$ cat config.mk
export PLATFORM = sky130hd
export DESIGN_NAME = logic_unit_pipe
export DESIGN_NICKNAME = d
export VERILOG_FILES = /design/src/rtl/logic_unit_pipe.sv
export SDC_FILE = /design/constraint.sdc
export NUM_CORES = 1
export LEC_CHECK = 0
export ABC_AREA = 0
export CAP_MARGIN = 10
export CELL_PAD_IN_SITES_DETAIL_PLACEMENT = 2
export CELL_PAD_IN_SITES_GLOBAL_PLACEMENT = 2
export CORE_ASPECT_RATIO = 0.7
export CORE_MARGIN = 3
export CORE_UTILIZATION = 30
export CTS_CLUSTER_SIZE = 10
export DETAILED_ROUTE_END_ITERATION = 7
export PLACE_DENSITY = 0.81
export SLEW_MARGIN = 30
export SYNTH_ARGS = -nofsm -noshare
export SYNTH_HDL_FRONTEND = slang
export SYNTH_SLANG_ARGS = --single-unit
$ cat constraint.sdc
create_clock -name clk -period 1.87 [get_ports clk]
set_clock_uncertainty 0.15 [all_clocks]
set_input_delay 0.374 -clock clk [delete_from_list [all_inputs] [get_ports clk]]
set_output_delay 0.374 -clock clk [all_outputs]
set_load 0.03 [all_outputs]
$ cat src/rtl/logic_unit_pipe.sv
// logic_unit_pipe: pipelined bitwise logic unit with a 2-entry result FIFO.
//
// Operands are accepted on valid_in && ready_op. Each accepted operand produces one
// result one cycle later in a 2-entry FIFO, drained on valid_op && ready_in in
// acceptance order. Opcode 7 is illegal: it yields an all-zero result and sets the
// sticky err_op flag.
//
// Optional feature (macro LOGIC_UNIT_SELFTEST_EN): a built-in self-test FSM that
// sweeps all legal opcodes over every (a,b) bit combination and reports pass/fail.
// Without the macro, start_in is ignored and busy_op/done_op/pass_op are tied to 0.
//
// Ports:
//   clk, rst             clock, asynchronous active-high reset
//   valid_in, ready_op   operand handshake (ready_op is registered)
//   a_in, b_in           WIDTH-bit operands
//   op_sel_in            3-bit operation select
//   valid_op, ready_in   result handshake
//   result_op            WIDTH-bit result (0 when FIFO empty)
//   err_op               sticky illegal-opcode flag
//   start_in             self-test start
//   busy_op, done_op     self-test status
//   pass_op              self-test verdict, held until next start or reset
module logic_unit_pipe #(
   parameter int unsigned WIDTH = 8
) (
   input  logic             clk,
   input  logic             rst,
   input  logic             valid_in,
   output logic             ready_op,
   input  logic [WIDTH-1:0] a_in,
   input  logic [WIDTH-1:0] b_in,
   input  logic [2:0]       op_sel_in,
   output logic             valid_op,
   input  logic             ready_in,
   output logic [WIDTH-1:0] result_op,
   output logic             err_op,
   input  logic             start_in,
   output logic             busy_op,
   output logic             done_op,
   output logic             pass_op
);

   function automatic logic [WIDTH-1:0] lu_eval(input logic [2:0]       op,
                                                input logic [WIDTH-1:0] a,
                                                input logic [WIDTH-1:0] b);
      logic [WIDTH-1:0] r;
      case (op)
         3'd0:    r = ~a;
         3'd1:    r = a & b;
         3'd2:    r = ~(a & b);
         3'd3:    r = a | b;
         3'd4:    r = ~(a | b);
         3'd5:    r = a ^ b;
         3'd6:    r = ~(a ^ b);
         default: r = '0;
      endcase
      return r;
   endfunction

   // ---------------------------------------------------------------------------
   // Result FIFO
   // ---------------------------------------------------------------------------
   logic [WIDTH-1:0] mem_q [2];
   logic [WIDTH-1:0] mem_d [2];
   logic             rd_ptr_q, rd_ptr_d;
   logic             wr_ptr_q, wr_ptr_d;
   logic [1:0]       count_q, count_d;
   logic             ready_q, ready_d;
   logic             err_q, err_d;
   logic             push, pop;
   logic             st_active_d;

   assign push = valid_in && ready_q;
   assign pop  = (count_q != 2'd0) && ready_in;

   always_comb begin
      mem_d    = mem_q;
      if (push) begin
         mem_d[wr_ptr_q] = lu_eval(op_sel_in, a_in, b_in);
      end
      wr_ptr_d = wr_ptr_q ^ push;
      rd_ptr_d = rd_ptr_q ^ pop;
      count_d  = count_q + {1'b0, push} - {1'b0, pop};
      err_d    = err_q | (push && (op_sel_in == 3'd7));
      // Registered ready looks at next occupancy, so it never depends on ready_in
      // combinationally yet still reopens the cycle after a pop from full.
      ready_d  = (count_d != 2'd2) && !st_active_d;
   end

   always_ff @(posedge clk or posedge rst) begin
      if (rst) begin
         mem_q[0] <= '0;
         mem_q[1] <= '0;
         rd_ptr_q <= 1'b0;
         wr_ptr_q <= 1'b0;
         count_q  <= 2'd0;
         ready_q  <= 1'b0;
         err_q    <= 1'b0;
      end else begin
         mem_q    <= mem_d;
         rd_ptr_q <= rd_ptr_d;
         wr_ptr_q <= wr_ptr_d;
         count_q  <= count_d;
         ready_q  <= ready_d;
         err_q    <= err_d;
      end
   end

   assign ready_op  = ready_q;
   assign valid_op  = (count_q != 2'd0);
   assign result_op = valid_op ? mem_q[rd_ptr_q] : '0;
   assign err_op    = err_q;

`ifdef LOGIC_UNIT_SELFTEST_EN
   // ---------------------------------------------------------------------------
   // Self-test FSM
   // ---------------------------------------------------------------------------
   typedef enum logic [2:0] {StIdle, StWaitEmpty, StRun, StCheck, StDone} st_state_e;

   // Expected bit for vector index {op, a, b}; nibble per opcode, op 6 at the top.
   localparam logic [27:0] SweepExp = 28'h961E783;

   st_state_e        st_state_q, st_state_d;
   logic [4:0]       st_idx_q, st_idx_d;
   logic [WIDTH-1:0] st_res_q, st_res_d;
   logic [WIDTH-1:0] st_exp_q, st_exp_d;
   logic             st_cmp_q, st_cmp_d;
   logic             st_fail_q, st_fail_d;
   logic             busy_q, busy_d;
   logic             done_q, done_d;
   logic             pass_q, pass_d;
   logic             st_miss;

   // The previous vector's result is compared while the next one is computed.
   assign st_miss = st_cmp_q && (st_res_q != st_exp_q);

   always_comb begin
      st_state_d = st_state_q;
      st_idx_d   = st_idx_q;
      st_res_d   = st_res_q;
      st_exp_d   = st_exp_q;
      st_cmp_d   = st_cmp_q;
      st_fail_d  = st_fail_q;
      pass_d     = pass_q;
      case (st_state_q)
         StIdle: begin
            if (start_in) begin
               st_state_d = StWaitEmpty;
               st_idx_d   = 5'd0;
               st_cmp_d   = 1'b0;
               st_fail_d  = 1'b0;
               pass_d     = 1'b0;
            end
         end
         StWaitEmpty: begin
            if (count_q == 2'd0) begin
               st_state_d = StRun;
            end
         end
         StRun: begin
            st_res_d  = lu_eval(st_idx_q[4:2], {WIDTH{st_idx_q[1]}}, {WIDTH{st_idx_q[0]}});
            st_exp_d  = {WIDTH{SweepExp[st_idx_q]}};
            st_cmp_d  = 1'b1;
            st_fail_d = st_fail_q | st_miss;
            st_idx_d  = st_idx_q + 5'd1;
            if (st_idx_q == 5'd27) begin
               st_state_d = StCheck;
            end
         end
         StCheck: begin
            st_fail_d  = st_fail_q | st_miss;
            pass_d     = !(st_fail_q || st_miss);
            st_cmp_d   = 1'b0;
            st_state_d = StDone;
         end
         StDone: begin
            st_state_d = StIdle;
         end
         default: begin
            st_state_d = StIdle;
         end
      endcase
      busy_d = (st_state_d == StWaitEmpty) || (st_state_d == StRun) ||
               (st_state_d == StCheck);
      done_d = (st_state_d == StDone);
   end

   assign st_active_d = busy_d;

   always_ff @(posedge clk or posedge rst) begin
      if (rst) begin
         st_state_q <= StIdle;
         st_idx_q   <= 5'd0;
         st_res_q   <= '0;
         st_exp_q   <= '0;
         st_cmp_q   <= 1'b0;
         st_fail_q  <= 1'b0;
         busy_q     <= 1'b0;
         done_q     <= 1'b0;
         pass_q     <= 1'b0;
      end else begin
         st_state_q <= st_state_d;
         st_idx_q   <= st_idx_d;
         st_res_q   <= st_res_d;
         st_exp_q   <= st_exp_d;
         st_cmp_q   <= st_cmp_d;
         st_fail_q  <= st_fail_d;
         busy_q     <= busy_d;
         done_q     <= done_d;
         pass_q     <= pass_d;
      end
   end

   assign busy_op = busy_q;
   assign done_op = done_q;
   assign pass_op = pass_q;
`else
   logic unused_start;
   assign unused_start = start_in;
   assign st_active_d  = 1'b0;
   assign busy_op      = 1'b0;
   assign done_op      = 1'b0;
   assign pass_op      = 1'b0;
`endif

endmodule

======== Yosys cells after proc, flatten, opt, wreduce, memory -nomap -nowiden ========
Cells that the tools add are included.
operators by class
  magnitude comparators ................... 3
  multipliers ............................. 0
  add/subtract/negate cells ............... 2
  eq/ne operators ......................... 8
  multiplexer cells ....................... 9
  bitwise operators ....................... 12
  shift-type cells ........................ 0
  div/mod/pow operators ................... 0
  reduce and logical (&&, ||, !) cells .... 6
operators with widths
  cell                                                  count
  one-hot mux 8 bit (7 select lines)                    1
  2-to-1 mux 8 bit                                      6
  NOT 8 bit                                             4
  bitwise mux 16 bit                                    1
  equality test 3 bit (second input constant)           4
  AND 8 bit                                             1
  demux 8 bit (select 1 bit)                            1
  OR 8 bit                                              1
  XOR 8 bit                                             1
  equality test 3 x 2 -> 1 bit (second input constant)  2
  >= comparator 2 bit (second input constant)           2
  logical AND 1 bit                                     4
  NOT 1 -> 2 bit                                        2
  equality test 3 x 1 -> 1 bit (second input constant)  1
  logical NOT 3 bit                                     1
  adder 2 x 1 -> 2 bit                                  1
  < comparator 2 x 1 -> 1 bit (second input constant)   1
  != test 2 bit (second input constant)                 1
  nonzero test 2 bit                                    1
  subtractor 2 x 1 -> 2 bit                             1
  XOR 1 bit                                             2
  OR 1 bit                                              1
storage, ports and cells
  register bits ........................... 22
  logic and storage cells ................. 47
  memories kept ........................... 0
  RAM bits ................................ 0
  ROM bits ................................ 0
  latch bits .............................. 0

======== Logic depth before layout (Yosys ltp) ========
  word-level depth ........................ 6
  mapped depth ............................ 7

======== Worst setup path after synthesis ========
No wires, ideal clock.
  path type ............................... register to register
  start point ............................. register ready_q, in the netlist ready_op
  end point ............................... register mem_q[8] in the netlist's numbering
  library setup time ...................... 0.073 ns
  setup slack ............................. -0.040 ns
  arrival ................................. 1.687 ns
  cell stages (with the launch flop) ...... 8
  buffers on the path ..................... 3
  cell sequence ........................... dfrtp_1 and2_1 clkbuf_1 ha_1 buf_1 clkbuf_1 nor2_1 a21oi_2
on the way
  longest elaborated chain between the ends .. 1
RTL lines
  what                    line  source
  start, declared         68    logic ready_q, ready_d;
  start signal, assigned  104   ready_q <= ready_d;
  logical AND 1 bit       73    assign push = valid_in && ready_q;
  end signal, assigned    100   mem_q <= mem_d;
  end, declared           63    logic [WIDTH-1:0] mem_q [2];
No other way between the ends.
A chain may end at the register's enable or synchronous reset.

======== Worst setup path in the final report ========
  start point ............................. register rd_ptr_q
  end point ............................... output result_op[7]
on the way
  longest elaborated chain between the ends .. 5
RTL lines
  what                                                 line  source
  start, declared                                      65    logic rd_ptr_q, rd_ptr_d;
  start signal, assigned                               101   rd_ptr_q <= rd_ptr_d;
  NOT 1 -> 2 bit (not written as such)                 111   assign result_op = valid_op ? mem_q[rd_ptr_q] : '0;
  2-to-1 mux 8 bit (not written as such) (3 in a row)  111
  2-to-1 mux 8 bit                                     111
  end, declared                                        35    output logic [WIDTH-1:0] result_op,
No other way between the ends. The select of a mux whose other input is x is not followed.

==> impl_metrics.ini <==
[logic_synthesis]
synth_ff_type = dfrtp_1
synth_warnings = 0
yosysTopAreaCellShare_pct = 32.2
synth_most_common_cell = nor2_1
seq_area_frac_synth_pct = 32.2
syn_area_sq_um = 1710
synth_common_cells = nor2_1, dfrtp_1, inv_1, ha_1
synth.distinct_cells = 35
yosysTopAreaCell = dfrtp_1
synth.avg_cell_area_sq_um = 8.95
syn_inst = 191
async_reset_ff_share_pct = 100
synth_edf_count = 0
netlist_top_cells_area = dfrtp_1, ha_1, mux2i_1
synth-seq-cells = 22

[drt]
wire_per_inst_microns = 15.7
vias_per_cell = 4.78
drc_errors = 0
wl_mm = 4.99
drt_pass1_iterations = 4
vias = 1519
dr.first_iter.drc_count = 63
drtAntennaViolNets = 0

[global_routing]
antenna_found_initial = 0
grt_pass1_vias = 1555
grt_first_pass_wirelength_mm = 7.40
grt_start_max_net_pins = 23
grtUsageTotal_pct = 13.9
grt_overflow = 0

[sta]
fin_crit_sh_pct = 97.6
finalHoldViolations = 0
setup_viol = 0
slew_viol_final = 0
min_period_ns = 1.82
rsz0062_at_grt = true
clock.fmax_mhz = 548

[clock_tree]
htreeDepth = 1
clk_latency_ns = 0.26
cts-root-buf = clkbuf_8
cts_tree = yes
cts-hold-fix-buffers = 0
cts_sinks = 22
numCtsBuffers = 3
clk_pin_slew_ns = 0.09
cts.path.max_buffers = 2

[die]
core-area_sq_um = 5370
die_area_sq_um = 6660
die_x_microns = 96.3
fp.dieH_microns = 69.2
start_util_pct = 31.9
rows = 22
io_pins = 38

[pwr]
vdd_drop_max_mv = 0.791
swShare_pct = 42.0
pwr-share-seq_pct = 27.9
power_frac_comb_pct = 57.7
clkPwrFrac_pct = 14.4
leakagePower_nw = 1.26
p_int_mw = 1.81
switchingPower_mw = 1.31
powerDensity_nw_per_um2 = 1260
power_mw = 3.12

[finish]
diodes = 0
layout-drive-gt1-share_pct = 29.7
nets = 289
nFillCells = 578
syn2layout_area_growth_pct = 45.2
stdcell_count = 318

[placed_design]
dp_cells = 311
gp_congestion = 0.698
post-dp-hpwl_mm = 3.69
port_buffers = 33

[outcome]
status = completed

[hold_path]
min_path_type = in -> async

[critical_path]
timing.critical_path.slowest_stage_cell = dfrtp_2
path_cells = buf_6 -> mux2i_2 -> nor2_2 -> buf_6
crit_path_end_kind = output pin
start_kind = flop
crit_top_cell = buf_6
worstSetupPathType = reg -> out
crit_fanout = 4
worstPathArrival_ns = 1.30
critPathRequiredTime_ns = 1.35
cpPeakStageDelay_ns = 0.46

[run]
maxCapViolCount = 0
## routing by layer
layer,global-route usage (%),wire (microns),vias to the layer above
li1,-,-,744
met1,18.6,2260,746
met2,23.5,2520,29
met3,3.15,203,0
met4,1.42,0,0
met5,0,0,-
## layout make-up
class	count	area (sq um)	share of cell area [%]
clock buffers	3	41.3	1.66
clock inverters	1	30.0	1.21
multi-input cells	137	1080	43.5
flip-flops and latches	22	552	22.2
well taps	72	90.1	3.63
inverters	20	75.1	3.02
repair buffers	63	616	24.8
## what timing repair did
item / 4_1_cts / 5_1_grt
endpoints found under the setup margin: 13 / 21
setup buffers: 0 / 2
resized for setup: 15 / 27
pin swaps: 8 / 7
cloned: 0 / 1
## cells in the final DEF (no fill, tap or decap), drive strengths merged
cell,instances
clkbuf,4
xnor2,3
nand2b,12
ha,18
nor2,24
mux2i,9
a41o,1
mux2,7
o22ai,1
dlygate4sd2,7
o211a,7
a311oi,1
o21ba,1
nor2b,2
buf,37
dlymetal6s2s,9
dfrtp,22
nand2,13
clkdlybuf4s50,9
nor3b,1
and2,1
conb,3
o21ai,8
or2,1
a21boi,1
bufinv,1
a21oi,15
nor3,1
inv,20
o32a,7
## worst paths after layout
path / from / to / slack (ns) / cells past startpoint
max: rd_ptr_q / result_op[7] / 0.05 / 4
min: rst / mem_q[5] / 0.30 / 3
max reg2reg: count_q[1] / ready_op / 0.33 / 6
min reg2reg: err_op / err_op / 0.33 / 1
max in group asynchronous: rst / rd_ptr_q / 1.02 / 3
min in group clk: err_op / err_op / 0.33 / 1
## power by group through the flow
stage | clock network (mW) | logic (mW) | registers (mW)
final | 0.450 | 1.80 | 0.870
after global routing | 0.490 | 1.98 | 0.906
after CTS | 0.458 | 1.70 | 0.863
after detailed placement | 0 | 1.68 | 0.873
after global placement | 0 | 1.62 | 0.853
after floorplan | 0 | 1.04 | 0.835
## metrics by stage
step	hold WS [ns]	setup slack (ns)	setup TNS, ns	cell area (sq um)	utilization [%]
3_5_place_dp	0.307	-0.349	-4.63	2270	42.3
5_1_grt	0.338	-0.0311	-0.0706	2480	46.3
4_1_cts	0.317	0.000559	0	2350	43.9
6_report	0.296	0.0454	0	2480	46.3
3_3_place_gp	0.308	-0.246	-3.56	2270	42.3
2_1_floorplan	0.213	0.0776	0	1720	-
## flip-flops by register name, summed over array words and instances, names as in the netlist
name / count
count_q: 2
ready_op: 1
rd_ptr_q: 1
wr_ptr_q: 1
mem_q: 16
err_op: 1
## worst max-delay path: cells and delay by family, from the launching register on
kind                   cells  cell delay (ns)
AND/OR/NAND/NOR            1             0.14
buffers and inverters      2             0.29
flip-flops                 1             0.46
multiplexers               1             0.14
## cells by family after synthesis
logic type / count (synthesis) / share of synthesized area, %
compound gates: 42 / 18.1
simple gates: 55 / 14.7
flops: 22 / 32.2
buf+inv: 34 / 9.80
fa+ha+maj: 18 / 13.2
xor+xnor: 3 / 1.54
other cells: 1 / 0.219
mux: 16 / 10.3
No activity file was read; power rests on OpenSTA's default activity.
